File: src/rtl/program_loader.sv
// Instruction-memory load port writer: takes a length-prefixed byte stream and writes
// little-endian words into imem, keeping the core held in reset until a complete program is loaded.
module program_loader #(
   parameter int DATA_WIDTH = 32,
   parameter int ADDR_WIDTH = 32,
   parameter int BYTE_WIDTH = 8,
   parameter int MEM_DEPTH  = 256
) (
   input  logic                  clk,
   input  logic                  arst,
   input  logic                  start,
   input  logic [BYTE_WIDTH-1:0] rx_data,
   input  logic                  rx_valid,
   output logic                  rx_ready,
   output logic [ADDR_WIDTH-1:0] imem_wr_addr,
   output logic [DATA_WIDTH-1:0] imem_wr_data,
   output logic                  imem_wr_en,
   output logic                  core_hold,
   output logic                  busy,
   output logic                  done,
   output logic                  error,
   output logic [15:0]           words_loaded
);

   // state  | meaning
   // IDLE   | after reset, waiting for start
   // LEN_LO | receiving length byte 0
   // LEN_HI | receiving length byte 1, checking range
   // DATA   | collecting the 4 bytes of the current word
   // WRITE  | one-cycle imem write strobe
   // DONE   | program loaded, core released
   // ERROR  | declared length too large, core held
   typedef enum logic [2:0] {
      S_IDLE, S_LEN_LO, S_LEN_HI, S_DATA, S_WRITE, S_DONE, S_ERROR
   } state_t;

   state_t                  state_q, state_d;
   logic [15:0]             len_q, len_d;
   logic [1:0]              byte_idx_q, byte_idx_d;
   logic [15:0]             word_idx_q, word_idx_d;
   logic [DATA_WIDTH-1:0]   word_q, word_d;
   logic [ADDR_WIDTH-1:0]   addr_q, addr_d;
   logic [DATA_WIDTH-1:0]   data_q, data_d;
   logic [15:0]             len_full;
   logic                    xfer;

   always_ff @(posedge clk or posedge arst) begin
      if (arst) begin
         state_q    <= S_IDLE;
         len_q      <= '0;
         byte_idx_q <= '0;
         word_idx_q <= '0;
         word_q     <= '0;
         addr_q     <= '0;
         data_q     <= '0;
      end else begin
         state_q    <= state_d;
         len_q      <= len_d;
         byte_idx_q <= byte_idx_d;
         word_idx_q <= word_idx_d;
         word_q     <= word_d;
         addr_q     <= addr_d;
         data_q     <= data_d;
      end
   end

   assign rx_ready     = (state_q == S_LEN_LO) || (state_q == S_LEN_HI) || (state_q == S_DATA);
   assign busy         = rx_ready || (state_q == S_WRITE);
   assign imem_wr_en   = (state_q == S_WRITE);
   assign done         = (state_q == S_DONE);
   assign error        = (state_q == S_ERROR);
   assign core_hold    = (state_q != S_DONE);
   assign imem_wr_addr = addr_q;
   assign imem_wr_data = data_q;
   assign words_loaded = word_idx_q;
   assign xfer         = rx_valid && rx_ready;
   assign len_full     = {rx_data, len_q[7:0]};

   always_comb begin
      state_d    = state_q;
      len_d      = len_q;
      byte_idx_d = byte_idx_q;
      word_idx_d = word_idx_q;
      word_d     = word_q;
      addr_d     = addr_q;
      data_d     = data_q;
      case (state_q)
         S_IDLE, S_DONE, S_ERROR: begin
            if (start) begin
               state_d    = S_LEN_LO;
               len_d      = '0;
               byte_idx_d = '0;
               word_idx_d = '0;
               word_d     = '0;
            end
         end
         S_LEN_LO: begin
            if (xfer) begin
               len_d[7:0] = rx_data;
               state_d    = S_LEN_HI;
            end
         end
         S_LEN_HI: begin
            if (xfer) begin
               len_d = len_full;
               if (len_full == 16'd0)                  state_d = S_DONE;
               else if (len_full > 16'(MEM_DEPTH))     state_d = S_ERROR;
               else                                    state_d = S_DATA;
            end
         end
         S_DATA: begin
            if (xfer) begin
               word_d[int'(byte_idx_q)*BYTE_WIDTH +: BYTE_WIDTH] = rx_data;
               byte_idx_d = byte_idx_q + 2'd1;
               // Last byte goes straight into the output register so the write strobe sees a full word.
               if (byte_idx_q == 2'd3) begin
                  state_d = S_WRITE;
                  addr_d  = ADDR_WIDTH'({word_idx_q, 2'b00});
                  data_d  = {rx_data, word_q[DATA_WIDTH-BYTE_WIDTH-1:0]};
               end
            end
         end
         S_WRITE: begin
            word_idx_d = word_idx_q + 16'd1;
            state_d    = (word_idx_q + 16'd1 == len_q) ? S_DONE : S_DATA;
         end
         default: state_d = S_IDLE;
      endcase
   end

endmodule

File: config.mk
export PLATFORM = sky130hd
export DESIGN_NAME = program_loader
export DESIGN_NICKNAME = d
export VERILOG_FILES = /design/src/rtl/program_loader.sv
export SDC_FILE = /design/constraint.sdc
export NUM_CORES = 1
export LEC_CHECK = 0
export ABC_AREA = 1
export BUFFER_PORTS_ARGS = -buffer_cell sky130_fd_sc_hd__buf_2
export CAP_MARGIN = 20
export CORE_ASPECT_RATIO = 2
export CORE_UTILIZATION = 38
export CTS_CLUSTER_DIAMETER = 80
export DETAILED_ROUTE_END_ITERATION = 7
export SLEW_MARGIN = 20
export SYNTH_ARGS = -nofsm -noshare
export SYNTH_HDL_FRONTEND = slang
export SYNTH_SLANG_ARGS = --single-unit
File: constraint.sdc
create_clock -name clk -period 10.75 [get_ports clk]
set_clock_uncertainty 0.15 [all_clocks]
set_input_delay 2.15 -clock clk [delete_from_list [all_inputs] [get_ports clk]]
set_output_delay 2.15 -clock clk [all_outputs]
set_load 0.02 [all_outputs]
# Word-level counts from Yosys, hierarchy flattened
# Index checks and enable logic that the tools add are counted.
[word_totals] ff_bits=117 inputBits=12 output_inout_bits=86 wordCells=68
[classes] addsub=3 n_lt_le_gt_ge=1 eq_ne=14 shift=2 muxes=22 bitwise_logic=1 reduce_logical=17
[op_table] op="32-bit 2-to-1 mux" count=2
[op_table] op="32-bit one-hot mux with 2 select lines" count=1
[op_table] op="5-bit negator with 33-bit output" count=1
[op_table] op="8-bit by 33-bit variable shift with 32-bit output (first input constant)" count=1
[op_table] op="8-bit by 33-bit variable part select with 32-bit output" count=1
[op_table] op="32-bit bitwise mux" count=1
[op_table] op="16-bit 2-to-1 mux" count=2
[op_table] op="16-bit one-hot mux with 2 select lines" count=1
[op_table] op="3-bit 2-to-1 mux" count=8
[op_table] op="8-bit one-hot mux with 3 select lines" count=1
[op_table] op="16-bit by 1-bit adder with 16-bit output (second input constant)" count=1
[op_table] op="16-bit == test" count=1
[op_table] op="16-bit by 9-bit > comparator with 1-bit output (second input constant)" count=1
[op_table] op="16-bit zero test" count=1
[op_table] op="8-bit one-hot mux with 2 select lines" count=1
[op_table] op="3-bit one-hot mux with 5 select lines" count=1
[op_table] op="3-bit == test (second input constant)" count=3
[op_table] op="3-bit AND reduction" count=3
[op_table] op="8-bit 2-to-1 mux" count=1
[op_table] op="2-bit inequality test (second input constant)" count=4
[op_table] op="2-bit nonzero test" count=4
[op_table] op="3-bit by 2-bit == test with 1-bit output (second input constant)" count=2
[op_table] op="5-bit AND reduction" count=1
[op_table] op="2-bit 2-to-1 mux" count=2
[op_table] op="other kinds (13)" count=15

# Depth between registers and ports, before layout
[depth] depth_word=6 depth_mapped=16

# Worst setup path after synthesis
# Ideal clock, no wire load.
[synth_path] path_kind="register to output" start="register state_q[1]" end="output busy" arrival_ns=1.181 setup_slack_ns=7.269 path_stages_with_launch=6 n_path_buf=0 path_cell_list="dfrtp_1 > nor2_1 > inv_1 > nor2_1 > clkinv_1 > nand2_1"
[synth_via] elab_chain_cells=4
[synth_lines] item="start, declared" line_no="37" text="state_t state_q, state_d;"
[synth_lines] item="start signal, assigned" line_no="57" text="state_q <= state_d;"
[synth_lines] item="3-bit by 1-bit == test with 1-bit output / 3-bit by 2-bit == test with 1-bit output (equally long branches)" line_no="67" text="assign rx_ready = (state_q == S_LEN_LO) || (state_q == S_LEN_HI) || (state_q == S_DATA);"
[synth_lines] item="1-bit logical OR (2 in series)" line_no="67"
[synth_lines] item="1-bit logical OR *" line_no="68" text="assign busy = rx_ready || (state_q == S_WRITE);"
[synth_lines] item="end, declared" line_no="19" text="output logic busy,"
# Mark *: on every way between the ends. The rest lies on a longest branch, timed or not.

# Worst setup path in the final report
[layout_path] start="register state_q[0]" end="output busy"
# Same word-level chain as after synthesis.

==> results.py <==
metrics = {
    "critical_path": {
        "rr_worst_depth": 14,
        "path_depth": 7,
        "crit_top_cell": "nor2_1",
        "crit_chain": "nor2_1 -> inv_1 -> nor2_1 -> buf_4 -> clkinv_1 -> nand2_1 -> buf_2",
        "startpoint_type": "register",
        "worstSetupEndpointType": "output port",
        "crit_family": "buffers and inverters",
        "crit_slowest_cell": "dfrtp_1",
        "required_ps": 8450,
        "path_max_fanout": 13,
        "r2r_setup_slack_ps": 8250,
        "crit_type": "reg2out",
        "crit_start": "state_q[0]$_DFFE_PP0P_",
        "reg2reg_to": "state_q[1]$_DFFE_PP0P_",
        "cp_slowest_stage_delay_ps": 430,
        "timing.rr.start": "words_loaded[0]$_DFFE_PP0P_",
        "worst-path-buf-inv": 4,
        "arrival_ps": 1900,
        "crit_end": "busy",
    },
    "synthesis": {
        "synth-main-ff-cell": "dfrtp_1",
        "synthTopCellsByArea": "dfrtp_1 49%, nand2_1 9.9%, inv_1 5.4%, nand3_1 5.1%, o21ai_0 3.8%",
        "synth_top_area_cell": "dfrtp_1",
        "synth_cells": 658,
        "synth-async-reset-ratio_pct": 100.0,
        "synth_warnings": 0,
        "ys_ff_latch": 109,
        "synth_top_area_share_pct": 49.41,
        "netlist_area_um2": 5520,
        "ys_types": 39,
        "ys_seq_area_share_pct": 49.41,
        "synth-edff-count": 0,
        "synth.avg_cell_area_um2": 8.390,
    },
    "timing": {
        "setup-tns-final_ps": 0,
        "min_period_ps": 4197,
        "setup_violations": 0,
        "fin_crit_sh_pct": 39.04,
        "max_slew_margin_pct": 37.84,
        "hold_viol_final": 0,
        "worst_pin_slew_ps": 932.4,
        "rsz0062_at_grt": "false",
        "max_freq_mhz": 238.3,
        "drv_slew": 0,
    },
    "global_route": {
        "use_met2_pct": 37.14,
        "grt_pass1_vias": 4531,
        "grt_pass1_wl_mm": 22.89,
        "grt_start_max_net_pins": 97,
        "grt_use_met1_pct": 21.66,
        "overflow": 0,
        "antenna_found_initial": 0,
        "grt_util_met3_pct": 2.482,
        "grt-busiest-layer": "met2",
        "grt.total_usage_pct": 20.15,
    },
    "floorplanning": {
        "core_area_um2": 14270,
        "fp.dieW_um": 87.23,
        "num_io_pins": 98,
        "die_area_um2": 15040,
        "start_util_pct": 38.67,
        "row_count": 62,
        "die_h_um": 172.5,
    },
    "route": {
        "wl_mm": 14.20,
        "drc": 0,
        "ant_nets": 0,
        "dr.pass1.iters": 5,
        "viasPerCell": 5.011,
        "wire_per_inst_um": 15.32,
        "vias": 4645,
        "drt_iter0_drc": 218,
    },
    "clock_network": {
        "ctsResizeCount": 0,
        "clock_sinks": 109,
        "clkSlewWorstSetupHoldPaths_ps": 70,
        "numCtsBuffers": 9,
        "cts_setup_buffers": 0,
        "cts_tree": "yes",
        "cts_max_level": 3,
        "cts_buffer_depth": 2,
        "cts-root-buf": "clkbuf_16",
        "clk-insertion-delay-late_ps": 350,
        "cts_hold_buffers": 0,
    },
    "min_path": {
        "min-delay-start": "imem_wr_addr[17]$_DFFE_PP0P_",
        "hold_depth": 2,
        "hold_class": "reg2reg",
    },
    "place": {
        "dpl.hpwl_mm": 10.54,
        "port_buffers": 81,
        "gp_congestion": 0.9967,
    },
    "power": {
        "ir_drop_mv": 0.09199,
        "p_leak_nw": 3.136,
        "powerDensity_nw_per_um2": 225.5,
        "total_power_w": 0.001416,
    },
    "layout": {
        "most-common-layout-cells": "146 x nand2_1, 109 x dfrtp_1, 81 x buf_2, 79 x inv_1, 56 x nand3_1",
        "antennaDiodeCount": 0,
        "syn_to_final_growth_pct": 13.76,
        "layout-drive-gt1-share_pct": 18.10,
        "layout_commonest_cell": "nand2_1",
        "nets": 748,
    },
    "outcome": {
        "outcome": "finished clean",
    },
    "job": {
        "cap_violations": 0,
    },
}
sequential cells by signal, indices dropped and copies added, names as in the netlist:
register	cells
imem_wr_addr	16
imem_wr_data	32
word_q	24
state_q	3
words_loaded	16
len_q	16
byte_idx_q	2
final cells by class:
class	count	area [um^2]
well taps	192	240.2
fillers	1494	7994
inverters	89	341.6
clock inverters	6	96.34
clock buffers	10	229.0
repair buffers	83	424.2
multi-input cells	438	2221
flip-flops and latches	109	2728
worst reg2reg max path: stages, from the launching register on:
cell and delay, ps:
dfrtp_1 510, ha_1 250, nand3_1 140, nor2_1 360, nand3_1 160, nand2_1 120
nand3_1 70, nand2_1 60, nand2_1 50, nor2_1 170, nand3_1 110, nand2_1 70
nand2_1 40, nand2_1 70, nand2_1 60
how the worst min path moves through the flow:
stage | end | slack [ps]
global route | imem_wr_addr[16]$_DFFE_PP0P_ | 370
CTS | imem_wr_addr[17]$_DFFE_PP0P_ | 340
finish | imem_wr_addr[17]$_DFFE_PP0P_ | 330
floorplan | len_q[10]$_DFFE_PP0P_ | 330
detailed placement | imem_wr_data[30]$_DFFE_PP0P_ | 320
global placement | imem_wr_addr[2]$_DFFE_PP0P_ | 310
power breakdown:
part / total, W / switching, W / internal (W)
Sequential: 0.000538 / 0.0000462 / 0.000492
Clock: 0.000364 / 0.000157 / 0.000207
Combinational: 0.000513 / 0.000359 / 0.000155
kinds of logic (layout without fill, tap and decap cells):
family	Yosys count	count (layout)	share of synthesized area, %
AND/OR/NAND/NOR	289	289	24.57
other	1	16	0.06793
flip-flops	109	109	49.41
AO/OA/AOI/OAI	124	124	12.47
buffers and inverters	126	188	11.38
XOR/XNOR	3	3	0.7480
adder cells (fa/ha/maj)	6	6	1.360
through the flow:
| step | utilization [%] | std cells | instance area (um^2) | setup WS, ps | hold WS, ps |
|---|---|---|---|---|---|
| after global placement | 41.69 | 911 | 5951 | 6986 | 314.1 |
| final | 44.00 | 927 | 6280 | 6553 | 333.7 |
| after detailed placement | 41.69 | 911 | 5951 | 6941 | 320.9 |
| after floorplan | - | 673 | 5577 | 5576 | 329.6 |
| after global routing | 44.00 | 927 | 6280 | 6299 | 369.1 |
| after CTS | 43.97 | 927 | 6276 | 6569 | 340.0 |
Yosys cell counts, types with 2 or more instances:
library cell  count
inv_1            80
inv_4             2
buf_6            10
buf_2             3
nor3_1           24
o21ai_2           4
nor2_8            3
nand2_2           4
inv_2             6
nand3_1          56
nor2_2            5
clkbuf_1          5
o21ai_0          42
ha_1              6
a21oi_4           2
o22ai_1          15
nor2_4            3
a21oi_1          17
buf_4            16
nand2_4           2
dfrtp_1         109
o21ai_1          42
nand2_1         146
nor2_1           28
nand4_1          14
metal layers:
| metal | vias to the layer above | part of all wire [%] |
|---|---|---|
| li1 | 2275 | - |
| met1 | 2173 | 38 |
| met2 | 156 | 53 |
| met3 | 41 | 3.3 |
| met4 | 0 | 4.8 |
| met5 | - | 0 |
Note: power is estimated with default switching activity, not from simulation.
